$ cat src/rtl/imem_pkg.sv
// Shared definitions for the instruction-fetch slice: bus widths, memory geometry
// and the fetch-queue entry layout.
package imem_pkg;

  localparam int XLEN             = 32;
  localparam int INST_BYTES       = 4;
  localparam logic [XLEN-1:0] INST_NOP         = 32'h0000_0013;
  localparam int IMEM_WORDS       = 1024;
  localparam logic [XLEN-1:0] DEFAULT_RESET_PC = 32'h0;
  localparam int MAX_QUEUE_DEPTH  = 8;

  // Wide enough to hold any occupancy from 0 up to MAX_QUEUE_DEPTH.
  typedef logic [3:0] q_count_t;

  typedef struct packed {
    logic [XLEN-1:0] pc;
    logic [XLEN-1:0] data;
  } fetch_entry_t;

  function automatic logic [XLEN-1:0] align_pc(input logic [XLEN-1:0] addr);
    return {addr[XLEN-1:2], 2'b00};
  endfunction

endpackage

$ cat src/rtl/imem_fetch_ctrl_if.sv
// Memory-side and decode-side handshake signals of the fetch sequencer.
interface imem_fetch_ctrl_if;
  import imem_pkg::*;

  logic            imem_req_valid;
  logic [XLEN-1:0] imem_addr;
  logic [XLEN-1:0] imem_rdata;
  logic            inst_valid;
  logic            inst_ready;
  logic [XLEN-1:0] inst_data;
  logic [XLEN-1:0] inst_pc;

  modport master (
    output imem_req_valid, imem_addr, inst_valid, inst_data, inst_pc,
    input  imem_rdata, inst_ready
  );

  modport slave (
    input  imem_req_valid, imem_addr, inst_valid, inst_data, inst_pc,
    output imem_rdata, inst_ready
  );

endinterface

$ cat src/rtl/imem_fetch_queue.sv
// Small synchronous FIFO of {pc, data} entries with flush; the head output holds
// the last presented entry while the queue is empty.
module imem_fetch_queue
  import imem_pkg::*;
#(
  parameter int DEPTH = 2
) (
  input  logic         clk,
  input  logic         rst_n,
  input  logic         push,
  input  logic         pop,
  input  logic         flush,
  input  fetch_entry_t push_entry,
  output fetch_entry_t head_entry,
  output q_count_t     count,
  output logic         full,
  output logic         empty
);

  localparam int PTR_W = $clog2(DEPTH);

  fetch_entry_t     mem_reg [DEPTH];
  fetch_entry_t     hold_reg;
  logic [PTR_W-1:0] rd_ptr_reg;
  logic [PTR_W-1:0] wr_ptr_reg;
  q_count_t         count_reg;
  logic             do_push;
  logic             do_pop;

  function automatic logic [PTR_W-1:0] next_ptr(input logic [PTR_W-1:0] ptr);
    return (ptr == PTR_W'(DEPTH - 1)) ? '0 : ptr + 1'b1;
  endfunction

  assign empty   = (count_reg == '0);
  assign full    = (count_reg == q_count_t'(DEPTH));
  assign count   = count_reg;
  assign do_push = push && !flush;
  assign do_pop  = pop && !empty && !flush;

  assign head_entry = empty ? hold_reg : mem_reg[rd_ptr_reg];

  always_ff @(posedge clk) begin
    if (do_push) begin
      mem_reg[wr_ptr_reg] <= push_entry;
    end
  end

  always_ff @(posedge clk or negedge rst_n) begin
    if (!rst_n) begin
      rd_ptr_reg <= '0;
      wr_ptr_reg <= '0;
      count_reg  <= '0;
      hold_reg   <= '0;
    end else begin
      // Remember what was on the head so an empty queue keeps presenting it.
      if (!empty) begin
        hold_reg <= mem_reg[rd_ptr_reg];
      end
      if (flush) begin
        rd_ptr_reg <= '0;
        wr_ptr_reg <= '0;
        count_reg  <= '0;
      end else begin
        if (do_push) wr_ptr_reg <= next_ptr(wr_ptr_reg);
        if (do_pop)  rd_ptr_reg <= next_ptr(rd_ptr_reg);
        count_reg <= count_reg + q_count_t'(do_push) - q_count_t'(do_pop);
      end
    end
  end

endmodule

$ cat src/rtl/imem_fetch_ctrl.sv
// Fetch sequencer: owns the PC, issues one read per cycle to a 1-cycle-latency
// instruction memory and buffers returned words for decode.
module imem_fetch_ctrl
  import imem_pkg::*;
#(
  parameter logic [XLEN-1:0] RESET_PC    = DEFAULT_RESET_PC,
  parameter int              QUEUE_DEPTH = 2
) (
  input  logic            clk,
  input  logic            rst_n,
  input  logic            fetch_en,
  input  logic            redirect_valid,
  input  logic [XLEN-1:0] redirect_pc,
  imem_fetch_ctrl_if.master bus
);

  logic [XLEN-1:0] pc_reg;
  logic [XLEN-1:0] req_addr_reg;
  logic            inflight_reg;

  q_count_t     q_count;
  logic         q_full;
  logic         q_empty;
  fetch_entry_t q_head;
  fetch_entry_t q_push_entry;

  logic       pop;
  logic       push;
  logic       issue;
  logic [4:0] occupancy;

  assign pop = !q_empty && bus.inst_ready;

  // Credit check: queued words plus the word still in flight, minus the one
  // leaving this cycle, must leave room for the read we are about to issue.
  assign occupancy = 5'(q_count) + 5'(inflight_reg) - 5'(pop);
  assign issue     = rst_n && fetch_en && !redirect_valid
                     && (occupancy < 5'(QUEUE_DEPTH));

  assign push         = inflight_reg && !redirect_valid;
  assign q_push_entry = '{pc: req_addr_reg, data: bus.imem_rdata};

  assign bus.imem_req_valid = issue;
  assign bus.imem_addr      = pc_reg;
  assign bus.inst_valid     = !q_empty;
  assign bus.inst_data      = q_head.data;
  assign bus.inst_pc        = q_head.pc;

  always_ff @(posedge clk or negedge rst_n) begin
    if (!rst_n) begin
      pc_reg       <= RESET_PC;
      req_addr_reg <= RESET_PC;
      inflight_reg <= 1'b0;
    end else begin
      inflight_reg <= issue;
      if (issue) begin
        req_addr_reg <= pc_reg;
      end
      if (redirect_valid) begin
        pc_reg <= align_pc(redirect_pc);
      end else if (issue) begin
        pc_reg <= pc_reg + XLEN'(INST_BYTES);
      end
    end
  end

  imem_fetch_queue #(
    .DEPTH (QUEUE_DEPTH)
  ) u_queue (
    .clk        (clk),
    .rst_n      (rst_n),
    .push       (push),
    .pop        (pop),
    .flush      (redirect_valid),
    .push_entry (q_push_entry),
    .head_entry (q_head),
    .count      (q_count),
    .full       (q_full),
    .empty      (q_empty)
  );

  queue_overflow: assert property (@(posedge clk) disable iff (!rst_n)
    !(push && q_full && !pop));

endmodule

$ cat src/flat_wrapper.sv
// flat-port wrapper written by rule: the top's interface ports become plain ports
module imem_fetch_ctrl_flat import imem_pkg::*;
#(
  parameter logic [XLEN-1:0] RESET_PC    = DEFAULT_RESET_PC,
  parameter int              QUEUE_DEPTH = 2
)
  (clk, rst_n, fetch_en, redirect_valid, redirect_pc, bus_imem_req_valid, bus_imem_addr, bus_inst_valid, bus_inst_data, bus_inst_pc, bus_imem_rdata, bus_inst_ready);
  imem_fetch_ctrl_if bus_i ();
  input  logic clk;
  input  logic rst_n;
  input  logic fetch_en;
  input  logic redirect_valid;
  input  logic [XLEN-1:0] redirect_pc;
  output wire logic [$bits(bus_i.imem_req_valid)-1:0] bus_imem_req_valid;
  output wire logic [$bits(bus_i.imem_addr)-1:0] bus_imem_addr;
  output wire logic [$bits(bus_i.inst_valid)-1:0] bus_inst_valid;
  output wire logic [$bits(bus_i.inst_data)-1:0] bus_inst_data;
  output wire logic [$bits(bus_i.inst_pc)-1:0] bus_inst_pc;
  input wire logic [$bits(bus_i.imem_rdata)-1:0] bus_imem_rdata;
  input wire logic [$bits(bus_i.inst_ready)-1:0] bus_inst_ready;
  assign bus_imem_req_valid = bus_i.imem_req_valid;
  assign bus_imem_addr = bus_i.imem_addr;
  assign bus_inst_valid = bus_i.inst_valid;
  assign bus_inst_data = bus_i.inst_data;
  assign bus_inst_pc = bus_i.inst_pc;
  assign bus_i.imem_rdata = bus_imem_rdata;
  assign bus_i.inst_ready = bus_inst_ready;
  imem_fetch_ctrl #(.RESET_PC(RESET_PC), .QUEUE_DEPTH(QUEUE_DEPTH)) u_core (.clk(clk), .rst_n(rst_n), .fetch_en(fetch_en), .redirect_valid(redirect_valid), .redirect_pc(redirect_pc), .bus(bus_i));
endmodule
$ cat config.mk
export PLATFORM = sky130hd
export DESIGN_NAME = imem_fetch_ctrl_flat
export DESIGN_NICKNAME = d
export VERILOG_FILES = /design/src/rtl/imem_pkg.sv /design/src/rtl/imem_fetch_ctrl_if.sv /design/src/rtl/imem_fetch_queue.sv /design/src/rtl/imem_fetch_ctrl.sv /design/src/flat_wrapper.sv
export SDC_FILE = /design/constraint.sdc
export NUM_CORES = 1
export LEC_CHECK = 0
export BUFFER_PORTS_ARGS = -buffer_cell sky130_fd_sc_hd__clkbuf_2
export CAP_MARGIN = 20
export CORE_ASPECT_RATIO = 1.75
export CORE_MARGIN = 1
export CORE_UTILIZATION = 25
export DETAILED_ROUTE_END_ITERATION = 12
export GPL_TIMING_DRIVEN = 1
export SKIP_CTS_REPAIR_TIMING = 1
export SYNTH_ARGS = -nofsm -noshare
export SYNTH_HDL_FRONTEND = slang
export SYNTH_SLANG_ARGS = --single-unit
$ cat constraint.sdc
create_clock -name clk -period 3.8 [get_ports clk]
set_input_delay 0.76 -clock clk [delete_from_list [all_inputs] [get_ports clk]]
set_output_delay 0.76 -clock clk [all_outputs]
set_load 0.02 [all_outputs]
==> After elaboration in Yosys (flattened, before gate mapping) <==
Memory sizes are Yosys's and may differ from the RTL's.
Cells that the tools add are included.
Widths: inputs -> output; s select.
{ "totals": {"wordCells": 43, "ramBits": 128, "output_inout_bits": 98, "memories": 1, "register_bits": 135} }
{ "mem_list": {"columns": ["name", "words", "width", "rd", "rd_clocked_by_memory_dff", "wr", "line", "text"], "rows": [
  ["u_core.u_queue.mem_reg", 2, 64, 1, 0, 1, "imem_fetch_queue.sv:22", "fetch_entry_t mem_reg [DEPTH];"]
]} }
{ "op_classes": {"muxes": 12, "n_reduce_logical": 14, "order_cmp": 1, "n_addsub": 7} }
{ "op_table": {"columns": ["op", "count"], "rows": [
  ["$mux 32", 2],
  ["$mux 64", 1],
  ["$add 32x3->32 const B", 1],
  ["$logic_and 1x1->1", 8],
  ["$mux 1", 8],
  ["$reduce_bool 2->1", 3],
  ["$add 4x1->5", 1],
  ["$lt 5x2->1 const B", 1],
  ["$sub 5x1->5", 1],
  ["$add 4x1->4", 1],
  ["$logic_not 4->1", 1],
  ["$mux 4", 1],
  ["$sub 4x1->4", 1],
  ["$add 1x1->1 const B", 2],
  ["$logic_not 1->1", 2]
]} }

==> Logic depth before layout (Yosys ltp) <==
Gate-level depths: netlist of run 1.
{ "depth": {"ltp_word": 8, "depth_mapped": 19} }

==> Modules after synthesis <==
From an unflattened synthesis of run 1, not the netlist that was laid out.
{ "hier_totals": {"cells_unflattened": 804, "area_unflattened_um2": 10373.7} }
{ "modules_own_cells": {"columns": ["module", "area_each_um2", "cells_each", "seq_area_each_um2", "n_inst"], "rows": [
  ["imem_fetch_queue", 7195.7, 447, 5595.4, 1],
  ["imem_fetch_ctrl", 3178.0, 357, 1526.5, 1]
]} }

==> Least setup slack after synthesis of run 1 <==
OpenSTA, ideal clock, no wires.
{ "synth_path": {"path_kind": "register -> output", "from": "reg u_core.u_queue.count_reg[3] (netlist: u_core.u_queue.count[3])", "to": "out bus_imem_req_valid", "stages_incl_launch_ff": 16, "path_buffers": 3, "setup_slack_ns": -0.407, "required_time_ns": 3.040, "t_arrival_ns": 3.447, "cell_sequence": "dfrtp_1 inv_1 ha_1 and2_1 clkbuf_1 inv_1 and2_1 ha_1 nand2b_1 fa_1 and4_1 o21ai_0 or3_1 buf_2 clkinv_1 buf_1"} }
{ "synth_between": {"elab_chain_cells": 6, "elab_cells_between_ends": 7, "classes_between": "add/sub (2); order compare (1); reduce/logical (4)"} }
{ "synth_rtl": {"columns": ["item", "line", "text"], "rows": [
  ["start: declaration", "imem_fetch_queue.sv:26", "q_count_t count_reg;"],
  ["start signal: assignment", "imem_fetch_queue.sv:66", "count_reg <= count_reg + q_count_t'(do_push) - q_count_t'(do_pop);"],
  ["$logic_not 4->1", "imem_fetch_queue.sv:34", "assign empty = (count_reg == '0);"],
  ["$logic_not 1->1", null, null],
  ["net bus_inst_valid", "flat_wrapper.sv:16", "output wire logic [$bits(bus_i.inst_valid)-1:0] bus_inst_valid;"],
  ["$logic_and 1x1->1", "imem_fetch_ctrl.sv:32", "assign pop = !q_empty && bus.inst_ready;"],
  ["$sub 5x1->5", "imem_fetch_ctrl.sv:36", "assign occupancy = 5'(q_count) + 5'(inflight_reg) - 5'(pop);"],
  ["$lt 5x2->1", "imem_fetch_ctrl.sv:38", "&& (occupancy < 5'(QUEUE_DEPTH));"],
  ["$logic_and 1x1->1", "imem_fetch_ctrl.sv:38", null],
  ["end: declaration", "flat_wrapper.sv:14", "output wire logic [$bits(bus_i.imem_req_valid)-1:0] bus_imem_req_valid;"]
]} }
The timed path passes the listed nets, and every way through them passes these cells.

==> Worst setup path after layout of run 1 <==
{ "layout_path": {"from": "reg u_core.u_queue.count_reg[2] (netlist: u_core.u_queue.count[2])", "to": "out bus_imem_req_valid"} }
{ "layout_between": {"elab_chain_cells": 6, "elab_cells_between_ends": 7, "classes_between": "add/sub (2); order compare (1); reduce/logical (4)"} }
{ "layout_rtl": {"columns": ["item", "line"], "rows": [
  ["parallel branches: the longest is 3 deep, another holds $add 4x1->5", null],
  ["$sub 5x1->5 *", "imem_fetch_ctrl.sv:36"],
  ["$lt 5x2->1 *", "imem_fetch_ctrl.sv:38"],
  ["$logic_and 1x1->1 *", "imem_fetch_ctrl.sv:38"]
]} }
Mark *: on every way between the ends.

==> summary.txt, run 1 <==
Floorplanning
  • Initial Util: 0.253
  • Rows: 97
  • Core area: 39900 um2
  • Die area: 41200 um2
  • Die height: 268 um
  • Die width: 154 um
  • # IOs: 167

Min path
  • Class of the worst hold path: in2async

Place
  • IO buf count: 162
  • DP Worst Slack: -0.0136 ns
  • Dpl cell area: 11600 um2
  • GP Congestion: 0.770
  • # placed instances: 1427
  • Detailed Place HPWL: 16.5 mm

Detailed routing
  • Via density: 4.38
  • DRT Pass-1 Iters: 4
  • Routed length per instance: 16.0 um
  • DR DRC count: 0
  • Final wirelength: 23.7 mm
  • Final ANT Viol Nets: 0
  • 1st-iter DRT viols: 254
  • Via count: 6468

Yosys
  • Most used flip-flop cell after synthesis: dfrtp_1
  • Netlist cell types: 51
  • Mapped Cells: 787
  • Synth Cell Area: 10100 um2
  • Async set-reset flop share out of synthesis: 0.514
  • Mean post-synth cell area: 12.8 um2
  • Flops & latches, synth: 255
  • Post-synth EDFFs: 124
  • YS warnings: 0
  • Sequential area share after synthesis: 0.694

Timing
  • Final Skew: 0.0125 ns
  • Min Tclk post-route: 3.96 ns
  • Hold Vio Cnt, Final: 0
  • Fin. max-slew vios: 0
  • Fmax: 0.253 GHz
  • Setup WS post-layout: -0.157 ns
  • Worst slew pin tran: 0.919 ns
  • RSZ-0062 raised after global routing: yes
  • Headroom to the max-slew limit: 0.388
  • Hold Slack: 0.368 ns
  • Setup-violating endpoint count in the final report: 1
  • Tcrit/Tclk final: 1.04
  • Total negative slack: -0.157 ns

Setup path
  • RR Startpoint: u_core.u_queue.count[2]
  • FF-to-FF setup slack: 0.22 ns
  • Worst Path Required: 3.04 ns
  • Crit start category: register
  • RR Endpoint: u_core.bus.imem_addr[4]
  • CP max FO: 2
  • WS Path Type: reg2out
  • CP endpoint kind: output pin
  • Crit path arrival time: 3.20 ns
  • R2R depth: 16

Global route
  • GRT Util Overall: 0.114
  • First-pass GRT wire length: 36.4 mm
  • M1 GR Usage: 0.132
  • Grt total ovfl: 0
  • Initial antenna violation count: 0
  • GR Util met2: 0.204
  • Largest net degree at the start of global routing: 64
  • Global-route track usage on met3: 0.0144
  • Gr busiest metal: met2
  • Vias in the first global route: 6501

Finish
  • Layout Nets: 1045
  • Antenna diodes: 0
  • Design area: 12500 um2
  • Final non-filler cell total: 1478
  • Max reg flops: 124
  • Share of cells above drive strength 1: 0.257
  • Area grow syn2layout: 23.6%
  • Final core occ: 0.313

Power and ir drop
  • P per Cell Area: 785 nW/um2
  • Comb pwr share: 0.356
  • Sequential share of power: 0.397
  • Power Internal: 6.11 mW
  • Peak supply drop: 308 uV
  • Clk network pwr share: 0.248
  • Switching power share of the total: 0.377
  • Leak: 5.17 nW
  • Overall power: 9.80 mW
  • Net Switching: 3.69 mW

Clock tree
  • Skew-Pair Late Insertion Delay: 0.53 ns
  • CTS tree: yes
  • CTS Sinks: 255
  • H-Tree Level Count: 1
  • Clock slew at reported path FFs: 0.06 ns
  • CTS buffer count: 25
  • Clk buf depth: 3
  • Root Driver: clkbuf_16

Outcome
  • Failing checks: setup timing
  • Status: finished with violations

Flow run
  • MaxCap Viol Count: 0
-- synthesized netlist by cell type (all sizes together), types with 3 or more instances --
| cell | number | area (um2) |
|---|---|---|
| nand2 | 154 | 578 |
| dfrtp | 131 | 3280 |
| edfxtp | 124 | 3720 |
| o21ai | 96 | 480 |
| mux2i | 62 | 621 |
| clkbuf | 29 | 109 |
| inv | 21 | 78.8 |
| nor2 | 16 | 60.1 |
| buf | 13 | 67.6 |
| nand3 | 12 | 60.1 |
| a221o | 11 | 110 |
| and3 | 11 | 68.8 |
| nor3 | 10 | 50.1 |
| ha | 9 | 113 |
| a21o | 8 | 60.1 |
| or3 | 8 | 50.1 |
| xnor2 | 7 | 61.3 |
| a21boi | 5 | 37.5 |
| nand4 | 5 | 31.3 |
| and2 | 4 | 25.0 |
| nor2b | 4 | 32.5 |
| o211ai | 4 | 30.0 |
| o31ai | 4 | 48.8 |
| o41ai | 4 | 35.0 |
| a21bo | 3 | 30.0 |
| nor3b | 3 | 22.5 |
-- power by group through the flow --
stage          combinational, mW  clock (mW)  sequential (mW)
4_1_cts                     3.46        2.52             3.90
2_1_floorplan               2.20           0             3.86
6_report                    3.49        2.43             3.89
3_5_place_dp                3.45           0             3.95
3_3_place_gp                3.39           0             3.92
5_1_grt                     3.82        2.61             3.96
-- layout by cell type (no fill, tap or decap), types with 7 or more instances in the layout --
cell type / n
a21o_1: 8
a221o_1: 11
and3_1: 10
buf_4: 27
clkbuf_16: 25
clkbuf_2: 160
dfrtp_1: 129
edfxtp_1: 124
ha_1: 7
inv_1: 18
mux2i_1: 62
nand2_1: 154
nand3_1: 12
nor2_1: 14
nor3_1: 10
o21ai_0: 94
or3_1: 7
xnor2_1: 7
-- how the worst max path moves through the flow --
stage / from / endpoint / slack, ns / cells past startpoint
4_1_cts: u_core.u_queue.count[2] / bus_imem_req_valid / -0.58 / 13
6_report: u_core.u_queue.count[2] / bus_imem_req_valid / -0.16 / 13
2_1_floorplan: u_core.u_queue.count[3] / bus_imem_req_valid / -0.18 / 15
3_5_place_dp: bus_inst_ready / u_core.bus.imem_addr[4] / -0.01 / 13
3_3_place_gp: bus_inst_ready / bus_imem_req_valid / -0.01 / 10
5_1_grt: u_core.u_queue.count[2] / bus_imem_req_valid / -0.28 / 13
-- layout make-up --
cell class | instances | area, um2
fill | 3978 | 27400
sequential | 255 | 7010
multi-input combinational | 468 | 2900
timing repair buffer | 192 | 1080
clock buffer | 31 | 658
tap | 495 | 619
clock inverter | 14 | 134
inverter | 23 | 88.8
-- worst max-delay path: stages, from the launching register on --
cell      delay (ns)
dfrtp_1         0.39
inv_2           0.08
ha_4            0.13
and2_4          0.14
inv_2           0.03
and2_4          0.14
ha_4            0.20
nand2b_4        0.14
fa_2            0.55
and4_1          0.20
o21ai_2         0.06
or3_4           0.43
inv_4           0.08
buf_6           0.11
-- metal layers --
metal | vias up | wire [um]
met5 | - | 0
met4 | 0 | 999
met3 | 47 | 795
met2 | 158 | 12300
met1 | 3099 | 9610
li1 | 3164 | -
-- cell families after synthesis --
kind of cell | count (synthesis) | share of synthesized area
flip-flops | 255 | 0.694
other | 1 | 0.000371
buffers and inverters | 65 | 0.0260
XOR/XNOR | 7 | 0.00607
multiplexers | 62 | 0.0615
AND/OR/NAND/NOR | 238 | 0.105
AO/OA/AOI/OAI | 148 | 0.0926
adder cells (fa/ha/maj) | 11 | 0.0151
Note: power is estimated with default switching activity, not from simulation.
==> run 2: changes to the inputs <==
--- a/config.mk
+++ b/config.mk
@@ -9,9 +9,10 @@
 export CAP_MARGIN = 20
 export CORE_ASPECT_RATIO = 1.75
 export CORE_MARGIN = 1
-export CORE_UTILIZATION = 25
+export CORE_UTILIZATION = 51
 export DETAILED_ROUTE_END_ITERATION = 12
 export GPL_TIMING_DRIVEN = 1
+export PLACE_DENSITY = 0.76
 export SKIP_CTS_REPAIR_TIMING = 1
 export SYNTH_ARGS = -nofsm -noshare
 export SYNTH_HDL_FRONTEND = slang
==> summary.txt, run 2 (synthesized netlist as in run 1, its figures left out) <==
Outcome
  • Status: finished with violations
  • Failing checks: setup timing

Finish
  • FF/Latch Area: 7010 um2
  • # fillers: 1536
  • Most common cell after layout, fill and taps aside: clkbuf_2
  • Final core occ: 0.627
  • Layout Nets: 1037
  • Design area: 12100 um2
  • Antenna diodes: 0
  • Area grow syn2layout: 19.7%
  • Max reg flops: 124
  • Share of cells above drive strength 1: 0.251
  • Multi-input logic area: 2900 um2
  • Most frequent cells in the layout: clkbuf_2 (160), nand2_1 (154), dfrtp_1 (130)

Setup path
  • R2R depth: 16
  • RR Endpoint: u_core.bus.imem_addr[11]
  • Worst Path Required: 3.04 ns
  • CP endpoint: bus_imem_req_valid
  • FF-to-FF setup slack: 0.31 ns
  • WS Path Type: reg2out
  • CP max FO: 3
  • CP endpoint kind: output pin
  • Crit start category: register
  • Crit path arrival time: 3.18 ns
  • Crit. Startpoint: u_core.u_queue.count[2]
  • RR Startpoint: u_core.u_queue.count[2]

Global route
  • Initial antenna violation count: 0
  • Grt total ovfl: 0
  • GRT Util Overall: 0.202
  • Largest net degree at the start of global routing: 76
  • Vias in the first global route: 6527
  • First-pass GRT wire length: 32.2 mm

Floorplanning
  • Core area: 19300 um2
  • Die area: 20400 um2
  • # IOs: 167
  • Die height: 188 um
  • Initial Util: 0.524
  • Rows: 67
  • Die width: 108 um

Detailed routing
  • Via density: 5.36
  • DRT Pass-1 Iters: 4
  • DR DRC count: 0
  • Via count: 6509
  • Final wirelength: 20.3 mm
  • Final ANT Viol Nets: 0
  • Routed length per instance: 16.7 um
  • 1st-iter DRT viols: 253

Power and ir drop
  • Switching power share of the total: 0.368
  • Sequential share of power: 0.414
  • P per Cell Area: 787 nW/um2
  • Peak supply drop: 569 uV
  • Net Switching: 3.50 mW
  • Power Internal: 6.02 mW
  • Comb pwr share: 0.347
  • Clk network pwr share: 0.239
  • Leak: 5.14 nW

Clock tree
  • Clock slew at reported path FFs: 0.07 ns
  • H-Tree Level Count: 1
  • CTS buffer count: 23
  • Root Driver: clkbuf_16
  • CTS Sinks: 255
  • Clk buf depth: 3
  • Skew-Pair Late Insertion Delay: 0.50 ns
  • CTS tree: yes

Timing
  • Headroom to the max-slew limit: 0.401
  • Tcrit/Tclk final: 1.04
  • Setup WS post-layout: -0.137 ns
  • RSZ-0062 raised after global routing: yes
  • Min Tclk post-route: 3.94 ns
  • Fin. max-slew vios: 0
  • Final Skew: 0.00829 ns
  • Setup-violating endpoint count in the final report: 1
  • Fmax: 0.254 GHz
  • Worst slew pin tran: 0.899 ns
  • Hold Vio Cnt, Final: 0

Place
  • IO buf count: 162
  • Detailed Place HPWL: 13.4 mm
  • GP Congestion: 0.823
  • Dpl cell area: 11200 um2

Min path
  • Class of the worst hold path: in2reg

Flow run
  • MaxCap Viol Count: 0
## run 2: cell count changes in the layout (fill, tap and decap cells not counted), sizes merged
cell,before,now
buf,32,26
clkbuf,191,192
clkinv,9,7
clkinvlp,2,1
inv,24,23
## run 2: power groups by stage
| stage | Combinational (mW) | Sequential (mW) | Clock, mW |
|---|---|---|---|
| after floorplan | 2.20 | 3.86 | 0 |
| after global placement | 3.13 | 3.96 | 0 |
| after detailed placement | 3.22 | 4.00 | 0 |
| after CTS | 3.23 | 3.95 | 2.33 |
| after global routing | 3.64 | 4.02 | 2.44 |
| final | 3.30 | 3.94 | 2.27 |
## run 2: layout make-up
| cell class | count | area share |
|---|---|---|
| timing repair buffer | 186 | 0.0864 |
| clock inverter | 10 | 0.00880 |
| sequential | 255 | 0.580 |
| clock buffer | 32 | 0.0529 |
| tap | 241 | 0.0249 |
| inverter | 23 | 0.00735 |
| multi-input combinational | 468 | 0.240 |
## run 2: worst min path at each step
stage          cells past startpoint               startpoint  slack (ns)                       endpoint
6_report                           1       bus_imem_rdata[25]        0.44  u_core.u_queue.mem_reg[1][25]
5_1_grt                            1        bus_imem_rdata[8]        0.43   u_core.u_queue.mem_reg[1][8]
4_1_cts                            1       bus_imem_rdata[30]        0.42  u_core.u_queue.mem_reg[1][30]
3_5_place_dp                       0  u_core.req_addr_reg[22]        0.46  u_core.u_queue.mem_reg[1][54]
3_3_place_gp                       0  u_core.req_addr_reg[22]        0.45  u_core.u_queue.mem_reg[0][54]
2_1_floorplan                      0   u_core.req_addr_reg[2]        0.44  u_core.u_queue.mem_reg[0][34]
## run 2: per-stage QoR
step	instances	power [mW]	setup WS [ns]	hold slack [ns]	setup TNS [ns]
floorplan	788	6.06	-0.184	0.442	-0.184
global placement	1166	7.09	0.0582	0.449	0
detailed placement	1166	7.22	0.00585	0.457	0
CTS	1208	9.51	-0.556	0.421	-0.556
global route	1215	10.1	-0.232	0.425	-0.232
finish	1215	9.52	-0.137	0.445	-0.137
## run 2: worst max-delay path, cell delays in order (launching register included)
cell and delay, ns:
dfrtp_1 0.40, inv_2 0.08, ha_4 0.13, and2_4 0.14
inv_2 0.04, and2_4 0.14, ha_4 0.20, nand2b_4 0.14
fa_2 0.41, nor2b_4 0.15, o31ai_4 0.09, xnor2_2 0.16
or3_4 0.41, inv_4 0.07, buf_6 0.11
## run 2: metal layers
metal  track usage  vias to the layer above  part of all wire
li1              -                     3150                 -
met1         0.243                     3155              0.40
met2         0.359                      164              0.53
met3        0.0261                       40             0.042
met4        0.0800                        0             0.030
met5             0                        -                 0
==> run 3: changes to the inputs <==
--- a/config.mk
+++ b/config.mk
@@ -5,15 +5,17 @@
 export SDC_FILE = /design/constraint.sdc
 export NUM_CORES = 1
 export LEC_CHECK = 0
-export BUFFER_PORTS_ARGS = -buffer_cell sky130_fd_sc_hd__clkbuf_2
+export BUFFER_PORTS_ARGS = -buffer_cell sky130_fd_sc_hd__buf_2
 export CAP_MARGIN = 20
 export CORE_ASPECT_RATIO = 1.75
 export CORE_MARGIN = 1
 export CORE_UTILIZATION = 51
 export DETAILED_ROUTE_END_ITERATION = 12
 export GPL_TIMING_DRIVEN = 1
+export HOLD_SLACK_MARGIN = 0.05
 export PLACE_DENSITY = 0.76
 export SKIP_CTS_REPAIR_TIMING = 1
 export SYNTH_ARGS = -nofsm -noshare
 export SYNTH_HDL_FRONTEND = slang
+export SYNTH_HIERARCHICAL = 1
 export SYNTH_SLANG_ARGS = --single-unit
==> summary.txt, run 3 <==
Outcome
  • Status: finished with violations
  • Failing checks: setup timing

Place
  • IO buf count: 162
  • # placed instances: 1186
  • GP Congestion: 0.813
  • DP Worst Slack: 0.0819 ns
  • Detailed Place HPWL: 13.4 mm

Setup path
  • RR Startpoint: u_core/u_queue/count[2]
  • Worst path max stage delay: 0.53 ns
  • CP cell instances: inv_2 > ha_4 > nor3b_4 > nor2b_2 > ha_1 > nand2b_4 > fa_2 > nor2b_4 > nand4_1 > or3_4 > inv_4 > buf_6
  • CP endpoint kind: output pin
  • Worst path bufs/invs: 3
  • Critical path's slowest cell: fa_2
  • Worst path top cell family by delay: simple AND/OR/NAND/NOR gates
  • WS Path Type: reg2out
  • Crit path arrival time: 3.17 ns
  • Worst Path Required: 3.04 ns
  • R2R depth: 13
  • RR Endpoint: u_core/bus.imem_addr[9]
  • Crit start category: register
  • CP max FO: 2
  • FF-to-FF setup slack: 0.39 ns

Clock tree
  • CTS Sinks: 259
  • Clock slew at reported path FFs: 0.06 ns
  • H-Tree Level Count: 1
  • Root Driver: clkbuf_16
  • CTS buffer count: 23
  • CTS tree: yes
  • Skew-Pair Late Insertion Delay: 0.50 ns
  • Clk buf depth: 3

Floorplanning
  • Die height: 191 um
  • Initial Util: 0.523
  • Core area: 19800 um2
  • # IOs: 167
  • Die area: 20900 um2
  • Die width: 110 um
  • Rows: 68

Timing
  • Headroom to the max-slew limit: 0.381
  • Fin. max-slew vios: 0
  • RSZ-0062 raised after global routing: yes
  • Worst slew pin tran: 0.928 ns
  • Min Tclk post-route: 3.93 ns
  • Tcrit/Tclk final: 1.03
  • Fmax: 0.254 GHz
  • Hold Vio Cnt, Final: 0
  • Setup-violating endpoint count in the final report: 1
  • Setup WS post-layout: -0.132 ns
  • Final Skew: 0.00909 ns
  • Total negative slack: -0.132 ns

Detailed routing
  • Via count: 6572
  • Final ANT Viol Nets: 0
  • 1st-iter DRT viols: 235
  • Final wirelength: 20.3 mm
  • Routed length per instance: 16.5 um
  • DRT Pass-1 Iters: 4
  • Via density: 5.33
  • DR DRC count: 0

Yosys
  • Synth Cell Area: 10400 um2
  • Mean post-synth cell area: 12.9 um2
  • Mapped Cells: 803
  • YS warnings: 6

Global route
  • Grt total ovfl: 0
  • GRT Util Overall: 0.198
  • First-pass GRT wire length: 32.5 mm
  • Global-route track usage on met3: 0.0232
  • GR Util met2: 0.354
  • Vias in the first global route: 6534
  • Gr busiest metal: met2
  • M1 GR Usage: 0.240
  • Largest net degree at the start of global routing: 107
  • Initial antenna violation count: 0

Finish
  • Most common cell after layout, fill and taps aside: nand2_1
  • Max reg flops: 128
  • Most frequent cells in the layout: nand2_1 (162), buf_2 (160), dfrtp_1 (130)
  • Share of cells above drive strength 1: 0.245
  • Multi-input logic area: 2960 um2
  • Area grow syn2layout: 18.2%
  • Final non-filler cell total: 1234
  • # fillers: 1562
  • Antenna diodes: 0
  • Final core occ: 0.618
  • Layout Nets: 1054
  • FF/Latch Area: 7130 um2

Power and ir drop
  • Peak supply drop: 474 uV
  • Overall power: 7.81 mW
  • Leak: 5.14 nW
  • P per Cell Area: 638 nW/um2

Min path
  • Class of the worst hold path: in2async

Flow run
  • MaxCap Viol Count: 0
==> run 3: cell types whose count changed in the layout (fill, tap and decap cells not counted), moves of 7 or more <==
cell / previous run / this run
and3_1: 10 / 2
nand2_1: 154 / 162
clkbuf_2: 160 / 0
o21ai_0: 94 / 86
buf_2: 0 / 160
a21oi_1: 2 / 12
nand4_1: 5 / 12
==> run 3: metal layers <==
metal / part of all wire / vias up
met5: 0 / -
met1: 0.40 / 3134
met2: 0.53 / 190
met4: 0.033 / 0
li1: - / 3197
met3: 0.044 / 51
==> run 3: stage by stage <==
stage               hold WS (ns)  instance area [um2]
floorplan                  0.442                10400
finish                     0.384                12300
global placement           0.449                11400
detailed placement         0.454                11400
CTS                        0.406                12100
global route               0.436                12300
==> run 3: worst max path at each step <==
stage	depth (start not counted)	start	slack, ns	to
3_5_place_dp	11	bus_inst_ready	0.08	bus_imem_req_valid
4_1_cts	13	u_core/u_queue/count[2]	-0.40	bus_imem_req_valid
5_1_grt	12	u_core/u_queue/count[2]	-0.24	bus_imem_req_valid
2_1_floorplan	5	redirect_valid	-0.77	u_core/u_queue/mem_reg[0][0]
3_3_place_gp	10	bus_inst_ready	0.09	bus_imem_req_valid
6_report	12	u_core/u_queue/count[2]	-0.13	bus_imem_req_valid
==> run 3: power breakdown <==
| group | internal, mW | switching [mW] | total, mW |
|---|---|---|---|
| sequential | 3.56 | 0.281 | 3.84 |
| combinational | 0.550 | 1.18 | 1.73 |
| clock | 1.27 | 0.966 | 2.24 |
==> run 3: cell type report <==
type,count,area share
inverters,22,0.00694
repair buffers,185,0.0853
clock buffers,29,0.0496
flip-flops and latches,259,0.582
well taps,245,0.0250
multi-input cells,482,0.242
clock inverters,12,0.00970
